File: config.mk
export PLATFORM = sky130hd
export DESIGN_NAME = game_timer
export DESIGN_NICKNAME = d
export VERILOG_FILES = /design/src/rtl/game_timer.sv
export SDC_FILE = /design/constraint.sdc
export NUM_CORES = 1
export LEC_CHECK = 0
export ABC_AREA = 1
export CAP_MARGIN = 20
export CORE_MARGIN = 3
export CORE_UTILIZATION = 35
export DETAILED_ROUTE_END_ITERATION = 16
export PLACE_DENSITY = 0.55
export RECOVER_POWER = 50
export REMOVE_ABC_BUFFERS = 1
export SYNTH_ARGS = -nofsm -noshare
export SYNTH_HDL_FRONTEND = slang
export SYNTH_SLANG_ARGS = --single-unit
File: constraint.sdc
create_clock -name CLOCK50M -period 5 [get_ports CLOCK50M]
set_input_delay 0.75 -clock CLOCK50M [delete_from_list [all_inputs] [get_ports CLOCK50M]]
set_output_delay 0.75 -clock CLOCK50M [all_outputs]
set_load 0.05 [all_outputs]
File: src/rtl/game_timer.sv
`timescale 1ns/1ps
// game_timer: divides CLOCK50M down to a game tick and keeps a tick counter.
// The counter runs up or down, saturates or wraps at its terminal value, and
// pulses `expired` when it reaches that value. Write requests are latched and
// re-emitted as one strobe aligned to the next tick.
//
// Ports:
//   CLOCK50M        system clock
//   KEY0            synchronous active-high reset
//   en              run enable (0 freezes the prescaler and the counter)
//   speed           tick period = TICK_DIV >> speed
//   mode_down       0 = count up, 1 = count down (sampled on tick cycles)
//   wrap_en         1 = wrap at terminal value, 0 = saturate (sampled on ticks)
//   load, load_val  synchronous counter load; discards a coincident tick
//   write           write request of any length
//   counter_out     game counter
//   counter_update  1-cycle pulse on every tick
//   write_tick      1-cycle pulse on a tick that services a write request
//   expired         1-cycle pulse when a tick hits the terminal value
module game_timer #(
    parameter int unsigned TICK_DIV = 5000000,
    parameter int unsigned DIV_W    = 23,
    parameter int unsigned CNT_W    = 10,
    parameter int unsigned SPEED_W  = 2,
    parameter int unsigned RST_VAL  = 0
) (
    input  logic               CLOCK50M,
    input  logic               KEY0,
    input  logic               en,
    input  logic [SPEED_W-1:0] speed,
    input  logic               mode_down,
    input  logic               wrap_en,
    input  logic               load,
    input  logic [CNT_W-1:0]   load_val,
    input  logic               write,
    output logic [CNT_W-1:0]   counter_out,
    output logic               counter_update,
    output logic               write_tick,
    output logic               expired
);

    localparam logic [CNT_W-1:0] CNT_ONES = {CNT_W{1'b1}};

    logic [DIV_W-1:0] presc;
    logic [DIV_W-1:0] period_c;
    logic [DIV_W-1:0] term_c;
    logic             tick_c;
    logic             pending;
    logic             at_term_c;
    logic [CNT_W-1:0] cnt_next_c;

    // Tick decision; >= lets a switch to a faster speed tick immediately.
    always_comb begin
        period_c = DIV_W'(TICK_DIV) >> speed;
        term_c   = period_c - DIV_W'(1);
        tick_c   = en && (presc >= term_c);
    end

    // Counter value that a tick would produce.
    always_comb begin
        at_term_c  = mode_down ? (counter_out == '0) : (counter_out == CNT_ONES);
        cnt_next_c = mode_down ? (counter_out - CNT_W'(1)) : (counter_out + CNT_W'(1));
        if (at_term_c) begin
            if (wrap_en) begin
                cnt_next_c = mode_down ? CNT_ONES : '0;
            end else begin
                cnt_next_c = counter_out;
            end
        end
    end

    // Prescaler, counter, pending write flag and output pulses.
    always_ff @(posedge CLOCK50M) begin
        if (KEY0) begin
            presc          <= '0;
            counter_out    <= CNT_W'(RST_VAL);
            pending        <= 1'b0;
            counter_update <= 1'b0;
            write_tick     <= 1'b0;
            expired        <= 1'b0;
        end else begin
            counter_update <= 1'b0;
            write_tick     <= 1'b0;
            expired        <= 1'b0;
            if (write) begin
                pending <= 1'b1;
            end
            if (load) begin
                // Load wins over a coincident tick; the pending write survives.
                counter_out <= load_val;
                presc       <= '0;
            end else if (tick_c) begin
                presc          <= '0;
                counter_out    <= cnt_next_c;
                counter_update <= 1'b1;
                expired        <= at_term_c;
                // A write on the tick cycle is serviced here, not carried over.
                if (pending || write) begin
                    write_tick <= 1'b1;
                    pending    <= 1'b0;
                end
            end else if (en) begin
                presc <= presc + DIV_W'(1);
            end
        end
    end

endmodule

---- Yosys cells after proc, flatten, opt, wreduce, memory -nomap -nowiden ----
Cells that the tools add are included.
word-level totals
  logic and storage cells ................. 36
  register bits ........................... 37
cells by class
  add/sub/neg operators ................... 4
  bitwise logic cells ..................... 1
  equality and inequality tests ........... 2
  shifts and indexed selects .............. 1
  reduce and logical (&&, ||, !) cells .... 8
  muxes and demuxes ....................... 13
  magnitude comparators ................... 1
operators with widths
  operator                                                              number
  10-bit 2-to-1 mux                                                     6
  23-bit by 1-bit adder with 23-bit output, second input constant       1
  23-bit greater-or-equal comparator                                    1
  23-bit by 2-bit >> shifter with 23-bit output, first input constant   1
  23-bit by 1-bit subtractor with 23-bit output, second input constant  1
  10-bit by 1-bit adder with 10-bit output, second input constant       1
  10-bit equality test, second input constant                           1
  10-bit zero test                                                      1
  10-bit by 1-bit subtractor with 10-bit output, second input constant  1
  1-bit 2-to-1 mux                                                      7
  3-bit OR reduction                                                    2
  3-bit inequality test, second input constant                          1
  2-bit AND reduction                                                   1
  2-bit nonzero test                                                    1
  2-bit OR reduction                                                    1
  1-bit logical AND                                                     1
  1-bit logical OR                                                      1
  1-bit NOT                                                             1

---- Depth between registers and ports, before layout ----
  word-level depth ........................ 6
  depth in mapped cells ................... 17
  mapped depth without buffers ............ 16

---- Least setup slack after synthesis ----
No wires, ideal clock.
  path type ............................... input-to-reg
  from .................................... input port speed[0]
  to ...................................... register counter_out[0]
  library setup time ...................... 0.115 ns
  data required time ...................... 4.885 ns
  stages on the path ...................... 16
  arrival ................................. 2.366 ns
  buffers on the path ..................... 1
  setup slack ............................. 2.519 ns
  cell sequence ........................... inv_1 ha_1 inv_1 ha_1 nand2_1 nor2_1 nand2_1 nor2_1 nand2_1 nand2_1 inv_2 nand2_4 nand3_4 buf_6 a21oi_1 nor2_1
between the ends
  word-level cells in the longest chain between the ends .. 6
RTL lines
  what                                           line  text
  start, declared                                30    input logic [SPEED_W-1:0] speed,
  23-bit by 2-bit >> shifter with 23-bit output  54    period_c = DIV_W'(TICK_DIV) >> speed;
  23-bit by 1-bit subtractor with 23-bit output  55    term_c = period_c - DIV_W'(1);
  23-bit greater-or-equal comparator             56    tick_c = en && (presc >= term_c);
  1-bit logical AND                              56
  2-bit nonzero test (no source line)            -
  2-bit AND reduction (no source line)           -
  end signal, assigned                           76    counter_out <= CNT_W'(RST_VAL);
  end signal, assigned                           90    counter_out <= load_val;
  end signal, assigned                           94    counter_out <= cnt_next_c;
  end, declared                                  36    output logic [CNT_W-1:0] counter_out,
Every way passes these cells.
A chain may end at the register's enable or synchronous reset.

---- Final worst setup path ----
  from .................................... input port speed[1]
  to ...................................... register counter_out[5]
The elaborated chain is that of the path after synthesis.

==> metrics.md <==
| Metric | Value |
|---|---|
| Vias in the first global route | `2591` |
| # setup viols final | `0` |
| Worst setup SP type | `input port` |
| Worst Path Max Fanout | `17` |
| Fin. Hold Viols | `0` |
| Hold path depth | `2` |
| RePlAce Congestion | `0.8613` |
| Fin Clk Skew | `7.500 ps` |
| Setup TNS | `0 ps` |
| Fmax achieved | `0.2735 GHz` |
| Vias/cell | `4.707` |
| N_diodes | `0` |
| CP required | `5180 ps` |
| Final hold slack | `471.7 ps` |
| RSZ-0062 raised after global routing | `no` |
| Mapped Area | `0.002999 sq mm` |
| DP Area | `0.003378 sq mm` |
| TritonCTS Buffers | `5` |
| # DRC | `0` |
| Number of DRC markers in iteration 0 | `158` |
| 1st-pass router iterations | `4` |
| CTS tree | `done` |
| Peak supply drop | `0.1186 mV` |
| IO Port Bufs | `31` |
| Final Slew Violations | `0` |
| Reg2Reg Setup Slack | `2600 ps` |
| Post_cts resized | `0` |
| Initial antenna violation count | `0` |
| Unique cell type count in the Yosys netlist | `37` |
| Hold buffers post-CTS | `0` |
| Ys Warns | `0` |
| Worst slew margin | `33.69%` |
| Htree depth | `2` |
| Post-CTS setup buffer count | `0` |
| Design Area, Final | `0.003460 sq mm` |
| Max Cap Violations | `0` |
| Hold EP | `write_tick` |
| Die H | `98.57 um` |
| Starting density of the core | `36.32%` |
| Power Density | `210.5 mW/mm^2` |
| Hold Crit Class | `reg2reg` |
| Root buffer cell | `clkbuf_8` |
| Fill cells | `893` |
| RR Startpoint | `presc[18]` |
| Worst Path Class, Setup | `in2reg` |
| CTS max path bufs | `2` |
| Reg2reg path depth | `12` |
| Run status | `finished clean` |
| Die area | `0.009716 sq mm` |
| Clk pin slew, worst setup/hold paths | `70 ps` |
| Arrival time worst endpoint | `3840 ps` |
| Clock sink count | `37` |
| Pin count of the biggest net entering global routing | `30` |
| Clk_lat worst skew | `290 ps` |
| Num ports | `32` |
| Post-DP HPWL | `5783 um` |
| Final WL | `7271 um` |
| Via count | `2763` |
| Syn Area/Cell | `6.635 sq um` |
| Final period util | `73.12%` |
| Layout cell share with drive strength beyond 1 | `6.224%` |
| Worst slew pin tran | `993.5 ps` |
| Overall routing resource usage | `15.57%` |
| Floorplan core area | `0.008258 sq mm` |
| Post-route ant nets | `0` |
| Total congestion overflow | `0` |
| Min Tclk post-route | `3656 ps` |
| Number of synthesized register bits | `37` |
| CP endpoint kind | `register` |
| Routed wire per std cell | `12.39 um` |
| Post-synthesis sequential area ratio | `24.70%` |
| Nets@finish | `536` |
| First-pass GRT wire length | `12390 um` |
| Die W | `98.57 um` |
| Area growth, synth to finish | `15.35%` |
| Hold Crit Start | `pending` |
| Worst reg2reg endpoint | `counter_out[5]` |
| P_leak | `1.699 nW` |
| Row count | `33` |
| Post-synthesis cell count | `452` |
## cell usage after synthesis (all sizes together)
cell	instances	area (sq um)
a41oi	1	8.760
nand3	31	187.7
nor2	79	324.1
nand3b	2	15.01
nand4	9	56.30
inv	65	246.5
fa	1	20.02
a31oi	1	6.260
or2	4	25.03
clkbuf	2	7.510
nor3	11	76.33
a21o	1	7.510
buf	7	55.05
a21oi	28	140.1
clkinv	1	3.750
dfxtp	37	740.7
xor2	11	96.34
o21ai	5	25.02
and2	1	6.260
o21bai	2	15.01
xnor2	8	70.07
ha	35	437.9
nand2	110	427.9
## worst max path at each step
stage	from	endpoint	slack (ps)	depth (start not counted)
floorplan	speed[0]	presc[12]	2460	15
global placement	speed[1]	presc[12]	1490	16
detailed placement	speed[1]	presc[2]	1270	16
CTS	speed[1]	presc[2]	1570	16
global route	speed[1]	counter_out[5]	1000	16
finish	speed[1]	counter_out[5]	1340	16
## cell families after synthesis
| logic type | share of synthesized area (%) |
|---|---|
| adders and majority gates | 15.27 |
| DFF | 24.70 |
| buffers and inverters | 10.43 |
| and+or+nand+nor | 37.30 |
| xor gates and xnor gates | 5.549 |
| AOI/OAI and AO/OA | 6.758 |
## layer usage
layer  vias up  share of wire, %  GRT usage (%)
met2        48                43          24.13
met3         6               4.0          2.689
li1       1484                 -              -
met1      1225                52          22.57
met5         -                 0              0
met4         0              0.91          3.571
## worst max-delay path: stages
cell and delay, ps:
dlygate4sd3_1 670, inv_1 100, ha_1 380, inv_1 90
ha_1 280, nand2_1 60, nor2_1 100, nand2_1 70
nor2_1 110, nand2_1 60, nand2_1 60, clkinv_1 50
nand2_1 110, nand3_1 540, a21oi_1 320, nor2_1 70
## per-stage QoR
stage	power (mW)	setup WS [ps]	util (%)	cells
5_1_grt	0.7731	998.7	41.89	587
4_1_cts	0.7407	1565	42.14	587
2_1_floorplan	0.4437	2459	-	443
6_report	0.7282	1344	41.89	587
3_3_place_gp	0.5019	1490	40.91	579
3_5_place_dp	0.5032	1272	40.91	579
## power by group
group	switching [mW]	total (mW)	internal (mW)
clock	0.109	0.234	0.125
sequential	0.00960	0.312	0.302
combinational	0.113	0.182	0.0695
total	0.232	0.728	0.497
## layout make-up
| cell class | instances | area (sq um) | share of cell area [%] |
|---|---|---|---|
| inverters | 66 | 250.2 | 7.233 |
| multi-input cells | 340 | 1926 | 55.66 |
| flip-flops and latches | 37 | 740.7 | 21.41 |
| clock buffers | 7 | 96.34 | 2.785 |
| well taps | 105 | 131.4 | 3.797 |
| clock inverters | 1 | 5.005 | 0.1447 |
| repair buffers | 31 | 310.3 | 8.969 |
## cells in the final DEF, fill, tap and decap left out
cell             synthesis  layout
a41oi_1                  1       1
nand3_2                  4       4
ha_1                    35      35
inv_2                    3       2
clkinv_2                 0       1
nand4_1                  9       9
dfxtp_1                 37      37
and2_1                   1       1
or2_2                    2       2
xnor2_1                  8       8
o21bai_1                 2       2
a31oi_1                  1       1
clkinv_1                 1       2
nor2_4                   2       2
xor2_1                  11      11
or2_0                    1       1
clkbuf_8                 0       7
or2_1                    1       1
a21o_1                   1       1
nand2_2                  3       3
nor2_2                   5       5
dlygate4sd3_1            0      14
nand3_1                 26      27
nor3_1                   8       8
inv_1                   61      61
clkdlybuf4s50_1          0      17
fa_1                     1       1
nor3_2                   2       2
nand3b_1                 2       2
a21oi_1                 28      28
nand2_1                106     107
inv_4                    1       1
o21ai_0                  5       5
nor3_4                   1       1
nor2_1                  72      72
## registers in the layout, summed over array words and instances, names as in the netlist
signal          count
write_tick          1
counter_update      1
pending             1
expired             1
presc              23
counter_out        10
Note: power is estimated with default switching activity, not from simulation.
